<file path="src/rtl/fspan_pkg.sv">
// fspan_pkg: shared definitions for the span/rectangle fill generator.
//   - FSM state encoding (IDLE / INIT / DRAW)
//   - lanes_log2(): log2 of the lane count, used to build the alignment mask
//   - smax()/smin(): signed max/min on a 32-bit carrier; callers sign-extend
//     their CORDW-wide operands in and truncate the result back out.
package fspan_pkg;

    localparam int STATEW = 2;
    localparam logic [STATEW-1:0] ST_IDLE = 2'd0;
    localparam logic [STATEW-1:0] ST_INIT = 2'd1;
    localparam logic [STATEW-1:0] ST_DRAW = 2'd2;

    typedef enum logic [STATEW-1:0] {
        IDLE = ST_IDLE,
        INIT = ST_INIT,
        DRAW = ST_DRAW
    } state_e;

    localparam int FUNCW = 32;

    function automatic int lanes_log2(input int lanes);
        int r;
        r = 0;
        for (int i = 0; i < 5; i++) begin
            if ((32'sd1 <<< i) < lanes) begin
                r = i + 1;
            end else begin
                r = r;
            end
        end
        return r;
    endfunction

    function automatic logic signed [FUNCW-1:0] smax(input logic signed [FUNCW-1:0] a,
                                                     input logic signed [FUNCW-1:0] b);
        return (a > b) ? a : b;
    endfunction

    function automatic logic signed [FUNCW-1:0] smin(input logic signed [FUNCW-1:0] a,
                                                     input logic signed [FUNCW-1:0] b);
        return (a < b) ? a : b;
    endfunction

endpackage

</file>
<file path="src/rtl/fspan_if.sv">
// fspan_if: command + pixel-beat bundle of the fill generator.
//   master (command decoder / framebuffer side): drives start, oe, corners, clip
//   slave  (fspan): drives x, y, mask, valid, busy, done
interface fspan_if #(
    parameter int CORDW = 16,
    parameter int LANES = 4
);
    logic                    start;
    logic                    oe;
    logic signed [CORDW-1:0] x0;
    logic signed [CORDW-1:0] y0;
    logic signed [CORDW-1:0] x1;
    logic signed [CORDW-1:0] y1;
    logic signed [CORDW-1:0] clip_x0;
    logic signed [CORDW-1:0] clip_y0;
    logic signed [CORDW-1:0] clip_x1;
    logic signed [CORDW-1:0] clip_y1;
    logic signed [CORDW-1:0] x;
    logic signed [CORDW-1:0] y;
    logic [LANES-1:0]        mask;
    logic                    valid;
    logic                    busy;
    logic                    done;

    modport master (
        output start, oe, x0, y0, x1, y1, clip_x0, clip_y0, clip_x1, clip_y1,
        input  x, y, mask, valid, busy, done
    );

    modport slave (
        input  start, oe, x0, y0, x1, y1, clip_x0, clip_y0, clip_x1, clip_y1,
        output x, y, mask, valid, busy, done
    );
endinterface

</file>
<file path="src/rtl/fspan_mask.sv">
// fspan_mask: combinational lane-mask generator.
//   x    : group base (signed)
//   xl,xr: inclusive horizontal bounds (signed)
//   mask : bit i set when x+i lies within [xl, xr]
// Lane positions are formed one bit wider than CORDW so x+i cannot wrap.
module fspan_mask #(
    parameter int CORDW = 16,
    parameter int LANES = 4
) (
    input  logic signed [CORDW-1:0] x,
    input  logic signed [CORDW-1:0] xl,
    input  logic signed [CORDW-1:0] xr,
    output logic [LANES-1:0]        mask
);
    logic signed [CORDW:0] x_ext_s;
    logic signed [CORDW:0] xl_ext_s;
    logic signed [CORDW:0] xr_ext_s;

    assign x_ext_s  = $signed({x[CORDW-1], x});
    assign xl_ext_s = $signed({xl[CORDW-1], xl});
    assign xr_ext_s = $signed({xr[CORDW-1], xr});

    for (genvar i = 0; i < LANES; i++) begin : g_lane
        logic signed [CORDW:0] lane_s;
        assign lane_s  = x_ext_s + $signed((CORDW+1)'(i));
        assign mask[i] = (lane_s >= xl_ext_s) && (lane_s <= xr_ext_s);
    end
endmodule

</file>
<file path="src/rtl/fspan.sv">
// fspan: span/rectangle fill generator emitting LANES-pixel aligned groups.
//   clk, rst_n : clock, asynchronous active-low reset
//   bus.slave  : start/oe/corners/clip in; x/y/mask/valid/busy/done out
// Flow: IDLE latches normalised corners and clip window on start, INIT clips
// them (empty result finishes immediately), DRAW walks aligned groups row by
// row, advancing only on accepted beats (oe high).
module fspan
    import fspan_pkg::*;
#(
    parameter int CORDW = 16,
    parameter int LANES = 4
) (
    input  logic   clk,
    input  logic   rst_n,
    fspan_if.slave bus
);
    localparam int LANES_LOG2 = lanes_log2(LANES);
    localparam logic [CORDW-1:0] ALIGN_MASK =
        ~CORDW'((32'd1 << LANES_LOG2) - 32'd1);
    localparam logic signed [CORDW-1:0] ONE  = CORDW'(1);
    localparam logic signed [CORDW-1:0] STEP = CORDW'(LANES);
    localparam logic signed [CORDW:0]   LAST_OFS = (CORDW+1)'(LANES - 1);
    localparam logic signed [CORDW-1:0] ZERO = {CORDW{1'b0}};

    // Clear low lane-index bits; on two's complement this floors toward -inf.
    function automatic logic signed [CORDW-1:0] align(input logic signed [CORDW-1:0] v);
        return v & ALIGN_MASK;
    endfunction

    function automatic logic signed [CORDW-1:0] cmax(input logic signed [CORDW-1:0] a,
                                                     input logic signed [CORDW-1:0] b);
        return CORDW'(smax(FUNCW'(a), FUNCW'(b)));
    endfunction

    function automatic logic signed [CORDW-1:0] cmin(input logic signed [CORDW-1:0] a,
                                                     input logic signed [CORDW-1:0] b);
        return CORDW'(smin(FUNCW'(a), FUNCW'(b)));
    endfunction

    state_e                  state_q, state_d;
    logic                    busy_q, busy_d;
    logic                    done_q, done_d;
    logic signed [CORDW-1:0] x_q, x_d;
    logic signed [CORDW-1:0] y_q, y_d;
    logic [LANES-1:0]        mask_q, mask_d;
    // xl/xr/yt/yb first hold the normalised corners, then the clipped bounds.
    logic signed [CORDW-1:0] xl_q, xl_d;
    logic signed [CORDW-1:0] xr_q, xr_d;
    logic signed [CORDW-1:0] yt_q, yt_d;
    logic signed [CORDW-1:0] yb_q, yb_d;
    logic signed [CORDW-1:0] cx0_q, cx0_d;
    logic signed [CORDW-1:0] cx1_q, cx1_d;
    logic signed [CORDW-1:0] cy0_q, cy0_d;
    logic signed [CORDW-1:0] cy1_q, cy1_d;

    logic signed [CORDW:0]   grp_end_s;
    logic                    last_col_s;
    logic [LANES-1:0]        lane_mask_s;

    // Group reaches the right edge when its last lane is at or past xr.
    assign grp_end_s  = $signed({x_q[CORDW-1], x_q}) + LAST_OFS;
    assign last_col_s = grp_end_s >= $signed({xr_q[CORDW-1], xr_q});

    // Mask is evaluated on next-cycle x and bounds so it can be registered.
    fspan_mask #(.CORDW(CORDW), .LANES(LANES)) u_mask (
        .x    (x_d),
        .xl   (xl_d),
        .xr   (xr_d),
        .mask (lane_mask_s)
    );

    assign mask_d = (state_d == DRAW) ? lane_mask_s : {LANES{1'b0}};

    // Next-state and datapath update for the IDLE/INIT/DRAW controller.
    always_comb begin
        state_d = state_q;
        busy_d  = busy_q;
        done_d  = 1'b0;
        x_d     = x_q;
        y_d     = y_q;
        xl_d    = xl_q;
        xr_d    = xr_q;
        yt_d    = yt_q;
        yb_d    = yb_q;
        cx0_d   = cx0_q;
        cx1_d   = cx1_q;
        cy0_d   = cy0_q;
        cy1_d   = cy1_q;
        case (state_q)
            IDLE: begin
                if (bus.start) begin
                    xl_d    = cmin(bus.x0, bus.x1);
                    xr_d    = cmax(bus.x0, bus.x1);
                    yt_d    = cmin(bus.y0, bus.y1);
                    yb_d    = cmax(bus.y0, bus.y1);
                    cx0_d   = bus.clip_x0;
                    cx1_d   = bus.clip_x1;
                    cy0_d   = bus.clip_y0;
                    cy1_d   = bus.clip_y1;
                    state_d = INIT;
                    busy_d  = 1'b1;
                end else begin
                    state_d = IDLE;
                end
            end
            INIT: begin
                xl_d = cmax(xl_q, cx0_q);
                xr_d = cmin(xr_q, cx1_q);
                yt_d = cmax(yt_q, cy0_q);
                yb_d = cmin(yb_q, cy1_q);
                if ((xl_d > xr_d) || (yt_d > yb_d)) begin
                    state_d = IDLE;
                    busy_d  = 1'b0;
                    done_d  = 1'b1;
                end else begin
                    state_d = DRAW;
                    x_d     = align(xl_d);
                    y_d     = yt_d;
                end
            end
            DRAW: begin
                if (bus.oe) begin
                    if (last_col_s && (y_q == yb_q)) begin
                        state_d = IDLE;
                        busy_d  = 1'b0;
                        done_d  = 1'b1;
                    end else if (last_col_s) begin
                        y_d = y_q + ONE;
                        x_d = align(xl_q);
                    end else begin
                        x_d = x_q + STEP;
                    end
                end else begin
                    state_d = DRAW;
                end
            end
            default: begin
                state_d = IDLE;
                busy_d  = 1'b0;
            end
        endcase
    end

    // State and datapath registers; reset discards any request in flight.
    always_ff @(posedge clk or negedge rst_n) begin
        if (!rst_n) begin
            state_q <= IDLE;
            busy_q  <= 1'b0;
            done_q  <= 1'b0;
            x_q     <= ZERO;
            y_q     <= ZERO;
            mask_q  <= {LANES{1'b0}};
            xl_q    <= ZERO;
            xr_q    <= ZERO;
            yt_q    <= ZERO;
            yb_q    <= ZERO;
            cx0_q   <= ZERO;
            cx1_q   <= ZERO;
            cy0_q   <= ZERO;
            cy1_q   <= ZERO;
        end else begin
            state_q <= state_d;
            busy_q  <= busy_d;
            done_q  <= done_d;
            x_q     <= x_d;
            y_q     <= y_d;
            mask_q  <= mask_d;
            xl_q    <= xl_d;
            xr_q    <= xr_d;
            yt_q    <= yt_d;
            yb_q    <= yb_d;
            cx0_q   <= cx0_d;
            cx1_q   <= cx1_d;
            cy0_q   <= cy0_d;
            cy1_q   <= cy1_d;
        end
    end

    assign bus.x     = x_q;
    assign bus.y     = y_q;
    assign bus.mask  = mask_q;
    assign bus.busy  = busy_q;
    assign bus.done  = done_q;
    assign bus.valid = (state_q == DRAW) && bus.oe;

endmodule

</file>
<file path="src/flat_wrapper.sv">
// flat-port wrapper written by rule: the top's interface ports become plain ports
module fspan_flat import fspan_pkg::*;
#(
    parameter int CORDW = 16,
    parameter int LANES = 4
)
  (clk, rst_n, bus_start, bus_oe, bus_x0, bus_y0, bus_x1, bus_y1, bus_clip_x0, bus_clip_y0, bus_clip_x1, bus_clip_y1, bus_x, bus_y, bus_mask, bus_valid, bus_busy, bus_done);
  fspan_if #(.CORDW(CORDW), .LANES(LANES)) bus_i ();
  input  logic clk;
  input  logic rst_n;
  input wire logic [$bits(bus_i.start)-1:0] bus_start;
  input wire logic [$bits(bus_i.oe)-1:0] bus_oe;
  input wire logic [$bits(bus_i.x0)-1:0] bus_x0;
  input wire logic [$bits(bus_i.y0)-1:0] bus_y0;
  input wire logic [$bits(bus_i.x1)-1:0] bus_x1;
  input wire logic [$bits(bus_i.y1)-1:0] bus_y1;
  input wire logic [$bits(bus_i.clip_x0)-1:0] bus_clip_x0;
  input wire logic [$bits(bus_i.clip_y0)-1:0] bus_clip_y0;
  input wire logic [$bits(bus_i.clip_x1)-1:0] bus_clip_x1;
  input wire logic [$bits(bus_i.clip_y1)-1:0] bus_clip_y1;
  output wire logic [$bits(bus_i.x)-1:0] bus_x;
  output wire logic [$bits(bus_i.y)-1:0] bus_y;
  output wire logic [$bits(bus_i.mask)-1:0] bus_mask;
  output wire logic [$bits(bus_i.valid)-1:0] bus_valid;
  output wire logic [$bits(bus_i.busy)-1:0] bus_busy;
  output wire logic [$bits(bus_i.done)-1:0] bus_done;
  assign bus_i.start = bus_start;
  assign bus_i.oe = bus_oe;
  assign bus_i.x0 = bus_x0;
  assign bus_i.y0 = bus_y0;
  assign bus_i.x1 = bus_x1;
  assign bus_i.y1 = bus_y1;
  assign bus_i.clip_x0 = bus_clip_x0;
  assign bus_i.clip_y0 = bus_clip_y0;
  assign bus_i.clip_x1 = bus_clip_x1;
  assign bus_i.clip_y1 = bus_clip_y1;
  assign bus_x = bus_i.x;
  assign bus_y = bus_i.y;
  assign bus_mask = bus_i.mask;
  assign bus_valid = bus_i.valid;
  assign bus_busy = bus_i.busy;
  assign bus_done = bus_i.done;
  fspan #(.CORDW(CORDW), .LANES(LANES)) u_core (.clk(clk), .rst_n(rst_n), .bus(bus_i));
endmodule
</file>
<file path="config.mk">
export PLATFORM = sky130hd
export DESIGN_NAME = fspan_flat
export DESIGN_NICKNAME = d
export VERILOG_FILES = /design/src/rtl/fspan_pkg.sv /design/src/rtl/fspan_if.sv /design/src/rtl/fspan_mask.sv /design/src/rtl/fspan.sv /design/src/flat_wrapper.sv
export SDC_FILE = /design/constraint.sdc
export NUM_CORES = 1
export LEC_CHECK = 0
export CAP_MARGIN = 30
export CORE_MARGIN = 8
export CORE_UTILIZATION = 59
export DETAILED_ROUTE_END_ITERATION = 10
export PLACE_DENSITY = 0.93
export SLEW_MARGIN = 20
export SYNTH_ARGS = -nofsm -noshare
export SYNTH_HDL_FRONTEND = slang
export SYNTH_SLANG_ARGS = --single-unit
</file>
<file path="constraint.sdc">
create_clock -name clk -period 9.7 [get_ports clk]
set_input_delay 1.94 -clock clk [delete_from_list [all_inputs] [get_ports clk]]
set_output_delay 1.94 -clock clk [all_outputs]
set_load 0.005 [all_outputs]
</file>
==> metrics, run 1 <==
status completed; top_reg_cell synth dfrtp_1; Die H 186 um; GRT Overall Usage 38.6%; clock root cell clkbuf_16; clock sink count 168; layout cells sized above 1 8.74%; sequential area share after synthesis 24.6%; Synth async-reset ratio 100%; Area contributors post-synth dfrtp_1, ha_1, mux2i_1; die width 186 um; Mapped Cells 1929; RSZ-0062 raised after global routing false; crit-path max FO 16; Hold Path Class register to register; Layout Skew 14.6 ps; Max-cap violations 0; most frequent cells in the layout ha_1, inv_1, clkdlybuf4s50_1, dfrtp_1, nand2_1; vias per cell 6.88; area growth from synthesis to layout 16.0%; CP endpoint kind register; clk buf depth 2; row count 62; Setup Crit Path Kind register to register; Placed Area 19200 um2; final worst-path cycle share 90.2%; Worst path slowest cell a2111oi_0; setup violators final 0; Routed Antenna Nets 0; synthesized area 17100 um2; Post-synth EDFFs 0; CP most frequent cell a21o_1; final worst setup slack 946 ps; initial antenna violation count 3; setup bufs post-CTS 0; Place WS 1180 ps; Yosys warning count 0; VDD IR max 0.161 mV; Resized Gates After CTS 0; syn avg cell area 8.87 um2; GPL Wtd Cong 1.09; core area 28600 um2; post-synth top area share 24.6%; vias in the first global route 16836; TritonRoute pass-1 iters 8; #FFs+latches synth 168; DP Wirelength 52400 um; Starting Density 59.8%; Critical Path Start Type register; fill count 2249; WL/cell 26.9 um; power density over the cells 363 nW/um2; global-route wire length before repair 101000 um; CTS clock-pin slew for the worst setup and hold paths 80 ps; routed via count 17064; count of input and output buffers 170; H-tree levels 4; Tmin final 8750 ps; CTS Buf Count 17; CTS tree done; I/O pin count 171; commonest non-fill, non-tap cell in the layout ha_1; First DRT Iteration DRCs 1930; final hold vios 0; Lkg Pwr 0.00964 uW; overall die area 34700 um2; fin nets 2498; Crit path arrival time 9090 ps; relative slew slack 21.9%; Synth area leader dfrtp_1; DRC 0; Slew Viols, Final 0; Unique masters post-synth 100; maximum clock rate 0.114 GHz; CTS Hold Bufs 0; Synth Net Count 2345; setup TNS 0 ps; critical path's largest stage delay 640 ps; Post-Route WL 66900 um; Design Area, Final 19900 um2; global route overflow 0; largest net degree at the start of global routing 71; worst path required time 10040 ps; Worst-Margin Slew 1170 ps; Worst-Skew Late Latency 450 ps
==> registers in the layout, indices dropped and copies added (netlist names) <==
| register | flops |
|---|---|
| u_core.bus.mask | 4 |
| u_core.yb_q | 16 |
| u_core.cy0_q | 16 |
| u_core.bus.y | 16 |
| u_core.xr_q | 16 |
| u_core.xl_q | 16 |
| u_core.bus.busy | 1 |
| u_core.cx0_q | 16 |
| u_core.cx1_q | 16 |
| u_core.yt_q | 16 |
| u_core.bus.done | 1 |
| u_core.cy1_q | 16 |
| u_core.bus.x | 16 |
| u_core.state_q | 2 |
==> area by class of cell <==
type	instances	area (um2)	share of cell area, %
Inverter	174	653	3.29
Clock inverter	14	133	0.668
Antenna cell	3	7.51	0.0378
Tap cell	384	480	2.42
Clock buffer	18	429	2.16
Multi-Input combinational cell	1512	12000	60.2
Sequential cell	168	4200	21.2
Timing Repair Buffer	209	1990	10.0
==> layer usage <==
metal  vias up  part of all wire, %  global-route usage (%)
met4         2                  8.5                    29.3
met1      8124                   37                    45.6
met2      1127                   44                    59.4
met5         -                0.015                       0
li1       7472                    -                       -
met3       339                   11                    10.5
==> report_power, final <==
group / switching [uW] / internal (uW) / total, uW
Sequential: 430 / 976 / 1410
Clock: 346 / 340 / 686
Combinational: 3110 / 2020 / 5120
==> kinds of logic (layout without fill, tap and decap cells) <==
family / Yosys count / count (layout) / synth area share (%)
flip-flops: 168 / 168 / 24.6
buffers and inverters: 249 / 415 / 5.67
XOR/XNOR: 81 / 81 / 4.19
other: 0 / 3 / 0
AO/OA/AOI/OAI: 525 / 525 / 22.0
AND/OR/NAND/NOR: 493 / 493 / 15.0
multiplexers: 129 / 129 / 7.79
adder cells (fa/ha/maj): 284 / 284 / 20.8
==> stage by stage <==
stage	cells	hold WS [ps]	power [uW]	utilization (%)
5_1_grt	2481	581	7630	69.3
3_5_place_dp	2442	532	6240	67.2
6_report	2482	555	7220	69.4
4_1_cts	2474	541	6970	69.2
2_1_floorplan	1929	471	4510	-
3_3_place_gp	2439	544	6060	67.2
==> Yosys cell counts (all sizes together), types with 5 or more instances <==
cell / instances
o311a: 5
nand2b: 11
and3: 8
nor3: 23
a2111oi: 7
nand4: 50
o2111ai: 5
a21oi: 87
and2: 7
a21boi: 5
nand2: 160
o22ai: 16
a211o: 5
a21o: 69
inv: 172
a221oi: 34
buf: 23
ha: 284
nand3: 45
mux2: 27
xor2: 40
o221a: 25
and4: 7
o21ai: 132
dfrtp: 168
a211oi: 14
xnor2: 41
nand4b: 8
o211ai: 16
o21a: 27
clkbuf: 52
nor2: 108
nor2b: 19
or2: 9
nor4: 19
a31oi: 15
o221ai: 19
mux2i: 102
==> worst max-delay path, delay by kind of cell, from the launching register on <==
kind	cells	cell delay, ps
AOI/OAI and AO/OA	21	4400
xor gates and xnor gates	1	250
adders and majority gates	4	1320
buffers and inverters	1	260
DFF	1	440
muxes	1	480
and+or+nand+nor	7	1500
==> path summary, 6_finish.rpt <==
path	from	endpoint	slack, ps	cells past startpoint
setup / recovery	u_core.xr_q[1]$_DFF_PN0_	u_core.bus.mask[1]$_DFF_PN0_	950	35
hold / removal	u_core.yt_q[15]$_DFFE_PN0P_	u_core.yt_q[15]$_DFFE_PN0P_	550	2
setup reg to reg	u_core.xr_q[1]$_DFF_PN0_	u_core.bus.mask[1]$_DFF_PN0_	950	35
hold reg to reg	u_core.yt_q[15]$_DFFE_PN0P_	u_core.yt_q[15]$_DFFE_PN0P_	550	2
max in group asynchronous	rst_n	u_core.cx0_q[13]$_DFFE_PN0P_	6260	3
min in group asynchronous	rst_n	u_core.cy0_q[8]$_DFFE_PN0P_	1460	1
Note: power is estimated with default switching activity, not from simulation.
==> run 2, diff against run 1 <==
Settings changed: CELL_PAD_IN_SITES_DETAIL_PLACEMENT set to 2, CELL_PAD_IN_SITES_GLOBAL_PLACEMENT set to 2, CORE_UTILIZATION 59 to 37, PLACE_DENSITY 0.93 to 0.92.
==> metrics, run 2 (synthesis gave the netlist of run 1 again) <==
Lkg Pwr 0.00970 uW (was 0.00964 uW); Layout Skew 16.4 ps (was 14.6 ps); fin nets 2501 (was 2498); clk buf depth 2 (unchanged); global route overflow 0 (unchanged); WL/cell 32.6 um (was 26.9 um); final worst-path cycle share 98.6% (was 90.2%); CP endpoint kind register (unchanged); clock root cell clkbuf_16 (unchanged); DP Wirelength 66100 um (was 52400 um); WHS 581 ps (was 555 ps); CTS clock-pin slew for the worst setup and hold paths 80 ps (about the same); crit-path max FO 16 (unchanged); Util after Layout 44.0% (was 69.4%); CP most frequent cell o21a_1 (was a21o_1); vias per cell 6.52 (was 6.88); GR Layer Usage met2 56.6% (was 59.4%); overall die area 53400 um2 (was 34700 um2); Setup Crit Path Kind register to register (unchanged); DRC 0 (unchanged); RSZ-0062 raised after global routing false (unchanged); met1 usage 34.8% (was 45.6%); Worst-Skew Late Latency 490 ps (was 450 ps); critical path's largest stage delay 710 ps (was 640 ps); setup TNS 0 ps (unchanged); area growth from synthesis to layout 18.5% (was 16.0%); I/O pin count 171 (unchanged); Routed Antenna Nets 0 (unchanged); power density over the cells 389 nW/um2 (was 363 nW/um2); CTS tree done (unchanged); Slew Viols, Final 0 (unchanged); maximum clock rate 0.105 GHz (was 0.114 GHz); global routing's busiest layer met2 (unchanged); GPL Wtd Cong 0.948 (was 1.09); VDD IR max 0.195 mV (was 0.161 mV); initial antenna violation count 2 (was 3); Max-cap violations 0 (unchanged); largest net degree at the start of global routing 94 (was 71); CTS Buf Count 17 (unchanged); final hold vios 0 (unchanged); Critical Path Start Type register (unchanged); Starting Density 37.1% (was 59.8%); status completed (unchanged); Tmin final 9570 ps (was 8750 ps); Worst path slowest cell or4b_4 (was a2111oi_0); setup violators final 0 (unchanged); met3 global-route usage 6.05% (was 10.5%); Post-Route WL 88400 um (was 66900 um); GRT Overall Usage 32.4% (was 38.6%); commonest non-fill, non-tap cell in the layout ha_1 (unchanged); global-route wire length before repair 131000 um (was 101000 um); Worst-Margin Slew 1130 ps (was 1170 ps); First DRT Iteration DRCs 1213 (was 1930); Crit path arrival time 9870 ps (was 9090 ps); clock sink count 168 (unchanged); most frequent cells in the layout ha_1, inv_1, clkdlybuf4s50_1, dfrtp_1, nand2_1 (unchanged); H-tree levels 4 (unchanged); CTS Hold Bufs 0 (unchanged); core area 46100 um2 (was 28600 um2); layout cells sized above 1 9.10% (was 8.74%); overall power 7890 uW (was 7220 uW); relative slew slack 24.7% (was 21.9%); TritonRoute pass-1 iters 7 (was 8); vias in the first global route 19747 (was 16836); routed via count 17645 (was 17064); die width 231 um (was 186 um); worst path required time 10000 ps (was 10040 ps); Hold Path Class register to register (unchanged); fill count 4999 (was 2249); row count 79 (was 62); Die H 231 um (was 186 um); count of input and output buffers 170 (unchanged)
run 2: what timing repair did:
item | CTS | global route
setup endpoints to repair | 1 | 0
buffers inserted | 0 | 0
resized for setup | 1 | 0
hold endpoints to repair | 0 | 0
run 2: routing by layer:
metal	routed length [um]	share of wire, %	vias to the layer above
met5	13	0.015	-
met4	7750	8.8	2
met3	5150	5.8	373
met2	43100	49	879
met1	32400	37	8931
li1	-	-	7460
run 2: cell type report:
type | instances | area (um2) | area share (%)
multi-input combinational | 1512 | 12000 | 59.1
sequential | 168 | 4200 | 20.7
timing repair buffer | 212 | 2070 | 10.2
tap | 607 | 759 | 3.75
inverter | 174 | 653 | 3.22
clock buffer | 21 | 470 | 2.32
clock inverter | 11 | 133 | 0.654
antenna | 2 | 5.00 | 0.0247
run 2: worst max-delay path: cells and delay by family (launching register included):
kind	cells	cell delay (ps)
compound gates	16	4040
simple gates	8	2430
mux	3	1080
fa+ha+maj	3	1010
flops	1	420
buf+inv	2	220
xor+xnor	1	170
run 2: final timing paths:
check	slack (ps)	to	depth (start not counted)	from
worst max-delay path	130	u_core.bus.mask[2]$_DFF_PN0_	33	u_core.cy0_q[1]$_DFFE_PN0P_
worst min-delay path	580	u_core.cx1_q[4]$_DFFE_PN0P_	2	u_core.cx1_q[4]$_DFFE_PN0P_
worst max register to register	130	u_core.bus.mask[2]$_DFF_PN0_	33	u_core.cy0_q[1]$_DFFE_PN0P_
worst min register to register	580	u_core.cx1_q[4]$_DFFE_PN0P_	2	u_core.cx1_q[4]$_DFFE_PN0P_
max in group asynchronous	7200	u_core.xl_q[9]$_DFF_PN0_	3	rst_n
min in group asynchronous	1330	u_core.cy0_q[5]$_DFFE_PN0P_	1	rst_n
run 2: report_power, final:
part	switching, uW	total [uW]	leakage, uW	internal (uW)
combinational	3560	5660	0.00739	2100
sequential	488	1460	0.00201	975
clock	356	761	0.000297	406
total	4400	7890	0.00970	3480
run 2: per-stage QoR:
| stage | cell area [um2] | setup WS [ps] | instances |
|---|---|---|---|
| 2_1_floorplan | 17100 | 2230 | 1929 |
| 3_3_place_gp | 19500 | 819 | 2665 |
| 3_5_place_dp | 19600 | 222 | 2668 |
| 4_1_cts | 20200 | 313 | 2700 |
| 5_1_grt | 20300 | 0.741 | 2705 |
| 6_report | 20300 | 134 | 2707 |
